## config.mk

```make
export PLATFORM = sky130hd
export DESIGN_NAME = acc_feeder
export DESIGN_NICKNAME = d
export VERILOG_FILES = /design/src/rtl/acc_feeder_pkg.sv /design/src/rtl/sync_fifo.sv /design/src/rtl/acc_feeder.sv
export SDC_FILE = /design/constraint.sdc
export NUM_CORES = 1
export LEC_CHECK = 0
export ABC_CLOCK_PERIOD_IN_PS = 4750
export BUFFER_PORTS_ARGS = -buffer_cell sky130_fd_sc_hd__buf_2
export CELL_PAD_IN_SITES_DETAIL_PLACEMENT = 0
export CELL_PAD_IN_SITES_GLOBAL_PLACEMENT = 2
export CORE_ASPECT_RATIO = 0.7
export CORE_MARGIN = 4
export CORE_UTILIZATION = 50
export CTS_CLUSTER_SIZE = 28
export DETAILED_ROUTE_END_ITERATION = 16
export PLACE_DENSITY = 0.78
export SLEW_MARGIN = 20
export SYNTH_ARGS = -nofsm -noshare
export SYNTH_HDL_FRONTEND = slang
export SYNTH_SLANG_ARGS = --single-unit
```

## constraint.sdc

```tcl
create_clock -name clk -period 4.75 [get_ports clk]
set_clock_uncertainty 0.2 [all_clocks]
set_input_delay 0.2375 -clock clk [delete_from_list [all_inputs] [get_ports clk]]
set_output_delay 0.2375 -clock clk [all_outputs]
set_load 0.1 [all_outputs]
```

## src/rtl/acc_feeder_pkg.sv

```systemverilog
// rtl/acc_feeder_pkg.sv - shared state encoding and default constants for acc_feeder
package acc_feeder_pkg;

   localparam int DEF_DATA_WIDTH = 32;
   localparam int DEF_BURST_LEN  = 8;
   localparam int DEF_FIFO_DEPTH = 16;
   localparam int DEF_GAP_CYC    = 2;
   localparam int DEF_OPR_WAIT   = 8;
   localparam int DEF_RES_CNT    = 16;

   // Width of the shared per-state counter; wide enough for any of the phase lengths
   localparam int CNT_W = 16;

   typedef enum logic [2:0] {
      S_IDLE    = 3'd0,
      S_LOAD    = 3'd1,
      S_SEND    = 3'd2,
      S_GAP     = 3'd3,
      S_WAIT    = 3'd4,
      S_CAPTURE = 3'd5,
      S_DRAIN   = 3'd6
   } state_t;

endpackage

```

## src/rtl/sync_fifo.sv

```systemverilog
// rtl/sync_fifo.sv - single-clock input FIFO with occupancy count
module sync_fifo #(
   parameter int WIDTH = 32,
   parameter int DEPTH = 16
) (
   input  logic                   clk,
   input  logic                   rst,
   input  logic                   push,
   input  logic                   pop,
   input  logic [WIDTH-1:0]       din,
   output logic [WIDTH-1:0]       dout,
   output logic                   full,
   output logic                   empty,
   output logic [$clog2(DEPTH):0] count
);

   localparam int AW = $clog2(DEPTH);
   localparam int CW = AW + 1;

   logic [WIDTH-1:0] mem [DEPTH];
   logic [AW-1:0]    wr_ptr;
   logic [AW-1:0]    rd_ptr;
   logic             do_push;
   logic             do_pop;

   assign full    = (count == CW'(DEPTH));
   assign empty   = (count == '0);
   assign do_push = push && !full;
   assign do_pop  = pop && !empty;
   assign dout    = mem[rd_ptr];

   // Storage write; contents need no reset since count gates every read
   always_ff @(posedge clk) begin
      if (do_push) begin
         mem[wr_ptr] <= din;
      end
   end

   // Pointers wrap naturally at DEPTH (power of two); count tracks push/pop balance
   always_ff @(posedge clk or negedge rst) begin
      if (!rst) begin
         wr_ptr <= '0;
         rd_ptr <= '0;
         count  <= '0;
      end else begin
         if (do_push) begin
            wr_ptr <= wr_ptr + AW'(1);
         end
         if (do_pop) begin
            rd_ptr <= rd_ptr + AW'(1);
         end
         case ({do_push, do_pop})
            2'b10:   count <= count + CW'(1);
            2'b01:   count <= count - CW'(1);
            default: count <= count;
         endcase
      end
   end

endmodule

```

## src/rtl/acc_feeder.sv

```systemverilog
// rtl/acc_feeder.sv - burst feeder and result collector for a streaming accelerator
module acc_feeder
   import acc_feeder_pkg::*;
#(
   parameter int DATA_WIDTH = DEF_DATA_WIDTH,
   parameter int BURST_LEN  = DEF_BURST_LEN,
   parameter int FIFO_DEPTH = DEF_FIFO_DEPTH,
   parameter int GAP_CYC    = DEF_GAP_CYC,
   parameter int OPR_WAIT   = DEF_OPR_WAIT,
   parameter int RES_CNT    = DEF_RES_CNT
) (
   input  logic                  clk,
   input  logic                  rst,
   input  logic                  start,
   input  logic                  func_sel_i,
   input  logic [3:0]            num_bursts,
   input  logic [DATA_WIDTH-1:0] s_data,
   input  logic                  s_valid,
   output logic                  s_ready,
   output logic [DATA_WIDTH-1:0] acc_data_o,
   output logic                  acc_data_valid,
   output logic                  func_sel,
   input  logic [DATA_WIDTH-1:0] acc_out,
   output logic [DATA_WIDTH-1:0] m_data,
   output logic                  m_valid,
   input  logic                  m_ready,
   output logic                  busy,
   output logic                  done
);

   localparam int CW = $clog2(FIFO_DEPTH) + 1;
   localparam int RW = (RES_CNT > 1) ? $clog2(RES_CNT) : 1;

   state_t                state;
   state_t                state_nx;
   logic [CNT_W-1:0]      cnt;
   logic [3:0]            bursts_tgt;
   logic [3:0]            bursts_sent;
   logic                  fifo_push;
   logic                  fifo_pop;
   logic                  fifo_full;
   logic                  fifo_empty;
   logic [DATA_WIDTH-1:0] fifo_dout;
   logic [CW-1:0]         fifo_count;
   logic                  burst_ready;
   logic                  send_last;
   logic [RW-1:0]         res_idx;
   logic [DATA_WIDTH-1:0] res_buf [RES_CNT];

   assign s_ready     = !fifo_full;
   assign fifo_push   = s_valid && !fifo_full;
   assign fifo_pop    = (state == S_SEND) && !fifo_empty;
   assign burst_ready = (fifo_count >= CW'(BURST_LEN));
   assign send_last   = (state == S_SEND) && (cnt == CNT_W'(BURST_LEN - 1));
   assign res_idx     = cnt[RW-1:0];

   sync_fifo #(
      .WIDTH (DATA_WIDTH),
      .DEPTH (FIFO_DEPTH)
   ) u_fifo (
      .clk   (clk),
      .rst   (rst),
      .push  (fifo_push),
      .pop   (fifo_pop),
      .din   (s_data),
      .dout  (fifo_dout),
      .full  (fifo_full),
      .empty (fifo_empty),
      .count (fifo_count)
   );

   // State register
   always_ff @(posedge clk or negedge rst) begin
      if (!rst) begin
         state <= S_IDLE;
      end else begin
         state <= state_nx;
      end
   end

   // Next-state and output decode; the FIFO head is shown combinationally while popping
   always_comb begin
      state_nx       = state;
      acc_data_valid = 1'b0;
      acc_data_o     = '0;
      m_valid        = 1'b0;
      m_data         = '0;
      done           = 1'b0;
      busy           = (state != S_IDLE);
      case (state)
         S_IDLE: begin
            if (start) begin
               state_nx = S_LOAD;
            end
         end
         S_LOAD: begin
            if (burst_ready) begin
               state_nx = S_SEND;
            end
         end
         S_SEND: begin
            acc_data_valid = 1'b1;
            acc_data_o     = fifo_dout;
            if (cnt == CNT_W'(BURST_LEN - 1)) begin
               state_nx = S_GAP;
            end
         end
         S_GAP: begin
            // When the next burst is already buffered, go straight to SEND so the
            // inter-burst gap is exactly GAP_CYC; otherwise wait for data in LOAD
            if (cnt == CNT_W'(GAP_CYC - 1)) begin
               if (bursts_sent == bursts_tgt) begin
                  state_nx = S_WAIT;
               end else if (burst_ready) begin
                  state_nx = S_SEND;
               end else begin
                  state_nx = S_LOAD;
               end
            end
         end
         S_WAIT: begin
            if (cnt == CNT_W'(OPR_WAIT - 1)) begin
               state_nx = S_CAPTURE;
            end
         end
         S_CAPTURE: begin
            if (cnt == CNT_W'(RES_CNT - 1)) begin
               state_nx = S_DRAIN;
            end
         end
         S_DRAIN: begin
            m_valid = 1'b1;
            m_data  = res_buf[res_idx];
            if (m_ready && (cnt == CNT_W'(RES_CNT - 1))) begin
               done     = 1'b1;
               state_nx = S_IDLE;
            end
         end
         default: begin
            state_nx = S_IDLE;
         end
      endcase
   end

   // Per-state cycle/word counter; restarts on every state change, holds while DRAIN stalls
   always_ff @(posedge clk or negedge rst) begin
      if (!rst) begin
         cnt <= '0;
      end else if (state_nx != state) begin
         cnt <= '0;
      end else if (state == S_DRAIN) begin
         if (m_ready) begin
            cnt <= cnt + CNT_W'(1);
         end
      end else if ((state != S_IDLE) && (state != S_LOAD)) begin
         cnt <= cnt + CNT_W'(1);
      end
   end

   // Job parameters latched on start; burst tally advances on the last word of each burst
   always_ff @(posedge clk or negedge rst) begin
      if (!rst) begin
         bursts_tgt  <= '0;
         bursts_sent <= '0;
         func_sel    <= 1'b0;
      end else if ((state == S_IDLE) && start) begin
         bursts_tgt  <= (num_bursts == 4'd0) ? 4'd1 : num_bursts;
         bursts_sent <= '0;
         func_sel    <= func_sel_i;
      end else if (send_last) begin
         bursts_sent <= bursts_sent + 4'd1;
      end
   end

   // Result capture in index order; buffer contents are meaningless until written
   always_ff @(posedge clk) begin
      if (state == S_CAPTURE) begin
         res_buf[res_idx] <= acc_out;
      end
   end

endmodule

```

==> results of run 1 <==
==> logic make-up (layout without fill, tap and decap cells) <==
kind of cell / Yosys count / count (layout) / share of synthesized area [%]
flip-flops: 1065 / 1065 / 77.0
multiplexers: 329 / 329 / 17.7
AND/OR/NAND/NOR: 205 / 205 / 2.76
buffers and inverters: 105 / 472 / 0.976
XOR/XNOR: 35 / 35 / 0.761
AO/OA/AOI/OAI: 22 / 22 / 0.321
adder cells (fa/ha/maj): 16 / 16 / 0.503
==> how the worst min path moves through the flow <==
stage                     start                          to  depth (start not counted)
after floorplan             rst  bursts_sent[0]$_DFFE_PN0P_                          0
after global placement      rst        func_sel$_DFFE_PN0P_                          1
after detailed placement    rst        func_sel$_DFFE_PN0P_                          1
after CTS                   rst   bursts_tgt[3]$_DFFE_PN0P_                          2
after global routing        rst   bursts_tgt[0]$_DFFE_PN0P_                          2
final                       rst   bursts_tgt[0]$_DFFE_PN0P_                          2
==> layout by cell type (no fill, tap or decap), types with 5 or more instances in the layout <==
| cell | n |
|---|---|
| edfxtp_1 | 1024 |
| mux2_2 | 5 |
| dlygate4sd3_1 | 74 |
| nor2_2 | 10 |
| buf_2 | 143 |
| nor2_1 | 16 |
| o21ai_0 | 7 |
| buf_12 | 10 |
| nand4_1 | 8 |
| ha_1 | 15 |
| nor3_2 | 12 |
| dfrtp_1 | 33 |
| nand2_1 | 26 |
| a21oi_1 | 8 |
| xnor2_1 | 19 |
| clkinv_2 | 21 |
| xor2_1 | 15 |
| mux4_2 | 320 |
| nor3_1 | 6 |
| nor2b_1 | 66 |
| clkbuf_1 | 26 |
| bufinv_16 | 8 |
| clkinv_1 | 15 |
| clkbuf_16 | 101 |
| buf_4 | 50 |
| nor2_4 | 25 |
| inv_1 | 13 |
==> stage by stage <==
| step | util [%] | std cells | hold slack [ns] |
|---|---|---|---|
| after CTS | 58.7 | 3212 | 0.0889 |
| after floorplan | - | 1777 | -0.258 |
| final | 58.7 | 3212 | 0.0871 |
| after global routing | 58.7 | 3212 | 0.153 |
| after detailed placement | 53.9 | 2956 | 0.252 |
| after global placement | 53.9 | 2956 | 0.241 |
==> power groups by stage <==
stage / logic, mW / registers (mW) / clock network (mW)
3_3_place_gp: 6.72 / 11.5 / 0
5_1_grt: 7.11 / 11.4 / 8.30
4_1_cts: 6.82 / 11.3 / 7.88
2_1_floorplan: 5.39 / 11.2 / 0
6_report: 6.72 / 11.3 / 7.72
3_5_place_dp: 6.75 / 11.5 / 0
==> flip-flops by register name, indices dropped and copies added, names as in the netlist <==
| register | flops |
|---|---|
| u_fifo.count | 5 |
| state | 3 |
| u_fifo.mem | 512 |
| u_fifo.wr_ptr | 4 |
| bursts_sent | 4 |
| func_sel | 1 |
| bursts_tgt | 4 |
| cnt | 16 |
| u_fifo.rd_ptr | 4 |
| res_buf | 512 |
==> metal layers <==
metal  up-vias  part of all wire [%]  GRT usage (%)
met5         -                 0.014              0
met1     10500                    45           32.8
met3       107                   6.3           3.42
met4         2                   1.7           4.79
li1       8061                     -              -
met2       675                    47           32.0
==> timing repair <==
item,in CTS,in global routing
gates resized for setup,0,0
hold buffers,74,0
endpoints found under the hold margin,1080,0
==> worst max-delay path, delay by kind of cell (launching register included) <==
kind | cells | cell delay, ns
DFF | 1 | 0.70
buffers and inverters | 2 | 1.08
muxes | 2 | 0.89
and+or+nand+nor | 1 | 0.17
==> area by class of cell <==
type / instances / area (sq um)
Inverter: 13 / 48.8
Timing Repair Buffer: 277 / 2030
Tap cell: 1068 / 1340
Clock buffer: 127 / 2630
Fill cell: 5751 / 33500
Multi-Input combinational cell: 607 / 9330
Sequential cell: 1065 / 31800
Clock inverter: 55 / 509
==> results.cfg, run 1 <==
[die]
row_count = 87
die_y_um = 248
start_util_pct = 50.8
fp.coreArea_sq_um = 81200
fp.dieW_um = 351
pin_count = 144
dieArea_sq_um = 87300

[drt]
viasPerCell = 6.02
drc = 0
drt_iter0_markers = 1831
dr.pass1.iters = 5
ant_nets = 0
wl_per_cell_um = 28.1
num_vias = 19300
wirelength_um = 90400

[sta]
fmax_ghz = 0.248
report.final.hold_viol_count = 0
max_slew_margin_pct = 23.9
tns_ns = 0
layout_setup_ws_ns = 0.718
drv_slew = 0
finalSetupViolations = 0
min_period_over_period_pct = 84.9
layout_min_cycle_time_ns = 4.03
rsz0062_at_grt = false
tightest_slew_ns = 1.14

[synthesis]
synth_top_area_share_pct = 74.5
yosysWarnings = 0
synth_area_leaders = edfxtp_1 (74%), mux4_2 (17%), dfrtp_1 (2.5%)
ys_types = 44
syn_area_per_cell_sq_um = 23.2
synth_commonest_cells = edfxtp_1 (1024), mux4_2 (320), clkbuf_1 (66), nor2b_1 (66)
netlist_instances = 1777
syn_area_sq_um = 41300
synthFlopType = edfxtp_1
synth-seq-cells = 1065
ys_seq_area_share_pct = 77.0
syn-num-nets = 1867
synthArstFlopShare_pct = 3.85
synth_edf_count = 1024
synth_most_common_cell = edfxtp_1
synth_top_area_cell = edfxtp_1

[grt]
track_usage_pct = 21.1
grt_pass1_vias = 20000
grt_pass1_wl_um = 134000
grt_overflow = 0
antenna_found_initial = 1
grt_max_degree = 77

[cts]
cts_buffer_depth = 3
clk_pin_slew_worst_paths_ns = 0.07
numCtsBuffers = 100
tritoncts = done
cts_setup_buffers = 0
h-tree-depth = 3
clkLatencyLatePin_ns = 0.65
root_buffer = clkbuf_16
cts_sinks = 1065

[cells_and_area]
drive_gt1_share_pct = 34.1
antennaDiodeCount = 0
nNetsFinal = 2154
final_area_sq_um = 47700
area.growth.synth_to_final_pct = 15.5

[pwr]
p_comb_share_pct = 26.1
p_sw_mw = 7.83
p_int_mw = 17.9
finalPower_mw = 25.8
irDropWorstVdd_mv = 0.526
netSwitchingFraction_pct = 30.4
p_clk_share_pct = 30.0
seqPwrFrac_pct = 43.9
p_per_area_nw_per_um2 = 540
cellLeakagePower_nw = 15.2

[worst_setup_path]
end_kind = output port
cp_common_cell = mux4_2
rrSetupSlack_ns = 1.35
cp-start-kind = flop
r2r-start = state[1]$_DFF_PN0_
crit_end = m_data[6]
cp.arrival_ns = 3.59
critPathMaxFanout = 56
slowest_delay_ns = 0.72
crit_start = cnt[1]$_DFFE_PN0P_
r2r_cells = 13
critPathKind = reg -> out
slowest_stage = buf_4
required_ns = 4.31
cp_cell_sequence = buf_4 > mux4_2 > mux4_2 > nor2b_1 > buf_2
r2r_end = u_fifo.count[4]$_DFFE_PN0P_

[run_status]
status = finished clean

[placement]
gp_congestion = 0.749
port_buffers = 143
pre_cts_ws_ns = 1.32
dpl_cell_area_sq_um = 43800
hpwlAfterDp_um = 47600

[min_path]
min_path_type = in -> async

[flow_run]
cap_violations = 0
No activity file was read; power rests on OpenSTA's default activity.
==> run 2, diff against run 1 <==
--- a/config.mk
+++ b/config.mk
@@ -5,16 +5,16 @@
 export SDC_FILE = /design/constraint.sdc
 export NUM_CORES = 1
 export LEC_CHECK = 0
-export ABC_CLOCK_PERIOD_IN_PS = 4750
+export ABC_CLOCK_PERIOD_IN_PS = 3600
 export BUFFER_PORTS_ARGS = -buffer_cell sky130_fd_sc_hd__buf_2
 export CELL_PAD_IN_SITES_DETAIL_PLACEMENT = 0
 export CELL_PAD_IN_SITES_GLOBAL_PLACEMENT = 2
 export CORE_ASPECT_RATIO = 0.7
 export CORE_MARGIN = 4
-export CORE_UTILIZATION = 50
+export CORE_UTILIZATION = 45
 export CTS_CLUSTER_SIZE = 28
 export DETAILED_ROUTE_END_ITERATION = 16
-export PLACE_DENSITY = 0.78
+export PLACE_DENSITY = 0.74
 export SLEW_MARGIN = 20
 export SYNTH_ARGS = -nofsm -noshare
 export SYNTH_HDL_FRONTEND = slang
==> constraint.sdc (replaced) <==
create_clock -name clk -period 3.6 [get_ports clk]
set_clock_uncertainty 0.2 [all_clocks]
set_input_delay 0.18 -clock clk [delete_from_list [all_inputs] [get_ports clk]]
set_output_delay 0.18 -clock clk [all_outputs]
set_load 0.1 [all_outputs]
==> run 2 against run 1 <==
Clock power increased by 37%. First-iteration DRC count increased by 8.6%. Register-to-register slack got worse by 1.0 ns. Routed wire length up 3.0%. Count of clock-buffer cells in the layout fell by 2. Sequential power up 31%. Critical endpoint is now acc_data_o[27].
==> results.cfg, run 2 (synthesis gave the netlist of run 1 again) <==
[drt]
wirelength_um = 93100
dr.pass1.iters = 6
viasPerCell = 5.72
wl_met3_um = 4970
drt_iter0_markers = 1988
drc = 0
num_vias = 19500
wl_met1_um = 43300
ant_nets = 0
wl_per_cell_um = 27.4
wl_met2_um = 43300
top_layer = met5

[sta]
report.final.hold_viol_count = 0
min_period_over_period_pct = 97.7
tns_ns = 0
fmax_ghz = 0.284
layout_min_cycle_time_ns = 3.52
layout_setup_ws_ns = 0.0834
rsz0062_at_grt = true
max_slew_margin_pct = 45.8
drv_slew = 0
finalSetupViolations = 0
tightest_slew_ns = 0.811

[grt]
track_usage_pct = 19.3
grt_pass1_wl_um = 137000
grt_overflow = 0
antenna_found_initial = 4
grt_pass1_vias = 20200
grt_max_degree = 135

[cells_and_area]
fillers = 6941
reg.largest.list = res_buf: 512 flops, u_fifo.mem: 512 flops, cnt: 16 flops
final_cell_mix = edfxtp_1 (1024), mux4_2 (320), buf_2 (120)
nNetsFinal = 2184
final_common_cell = edfxtp_1
drive_gt1_share_pct = 36.1
area.growth.synth_to_final_pct = 18.3

[die]
start_util_pct = 45.6
row_count = 92
fp.dieW_um = 370
dieArea_sq_um = 96700
die_y_um = 261
fp.coreArea_sq_um = 90500
pin_count = 144

[cts]
cts_sinks = 1065
numCtsBuffers = 103
clk_pin_slew_worst_paths_ns = 0.06
root_buffer = clkbuf_16
clkLatencyLatePin_ns = 0.66
tritoncts = done
cts_buffer_depth = 3
h-tree-depth = 3

[placement]
hpwlAfterDp_um = 49600
gp_congestion = 0.760
port_buffers = 143
pre_cts_ws_ns = 0.368

[worst_setup_path]
r2r_cells = 9
critPathKind = reg -> out
cp.arrival_ns = 3.14
cp-start-kind = flop
required_ns = 3.22
end_kind = output port
critPathMaxFanout = 10

[pwr]
irDropWorstVdd_mv = 0.649
cellLeakagePower_nw = 15.5
p_per_area_nw_per_um2 = 716

[run_status]
status = finished clean

[min_path]
min_path_type = in -> reg
holdPathStages = 2

[flow_run]
cap_violations = 0
==> run 2: path summary, 6_finish.rpt <==
kind	start	end	slack [ns]
min in group asynchronous	rst	func_sel$_DFFE_PN0P_	0.42
min reg2reg	u_fifo.count[0]$_DFFE_PN0P_	u_fifo.count[0]$_DFFE_PN0P_	0.34
max reg2reg	cnt[0]$_DFFE_PN0P_	cnt[2]$_DFFE_PN0P_	0.33
max	u_fifo.rd_ptr[0]$_DFFE_PN0P_	acc_data_o[27]	0.08
max in group asynchronous	rst	u_fifo.rd_ptr[1]$_DFFE_PN0P_	2.34
min	acc_out[7]	res_buf[6][7]$_DFFE_PP_	0.25
==> run 2: repair_timing <==
item                                   4_1_cts  5_1_grt
buffers inserted                             2        2
resized for setup                           21       14
cloned                                       0        4
hold buffers                                78        1
endpoints found under the hold margin     1081       41
pin swaps                                    0        0
setup endpoints to repair                   57       32
==> run 2: worst max-delay path: stages (launching register included) <==
cell and delay [ns]:
dfrtp_4 0.61, buf_4 0.27, mux4_2 0.52, mux4_2 0.59
nor2b_1 0.17, clkbuf_4 0.30
==> run 2: per-layer routing <==
layer  vias to the layer above  global-route usage, %
li1                       8126                      -
met1                     10700                   30.3
met2                       551                   29.2
met3                       119                   2.70
met4                         2                   4.32
met5                         -                      0
==> run 2: per-stage QoR <==
step / hold slack, ns / total power [mW] / instance area [sq um] / std cells / utilization (%)
floorplan: -0.316 / 21.9 / 41400 / 1777 / -
global placement: 0.199 / 24.3 / 44500 / 3124 / 49.2
detailed placement: 0.209 / 24.4 / 44500 / 3124 / 49.2
CTS: 0.0488 / 35.2 / 48700 / 3395 / 53.8
global route: 0.220 / 36.3 / 48800 / 3402 / 54.0
finish: 0.246 / 35.0 / 48800 / 3404 / 54.0
==> run 2: power breakdown <==
group,switching [mW],internal (mW)
combinational,5.61,3.98
sequential,0.487,14.3
clock,4.57,6.00
total,10.7,24.3
==> run 2: final cells by class <==
cell class,instances,area (sq um),area share (%)
well taps,1222,1530,3.13
inverters,13,48.8,0.0999
clock buffers,125,2660,5.45
repair buffers,304,2710,5.54
flip-flops and latches,1065,31800,65.1
clock inverters,66,633,1.30
multi-input cells,607,9460,19.4
diodes,2,5.00,0.0102
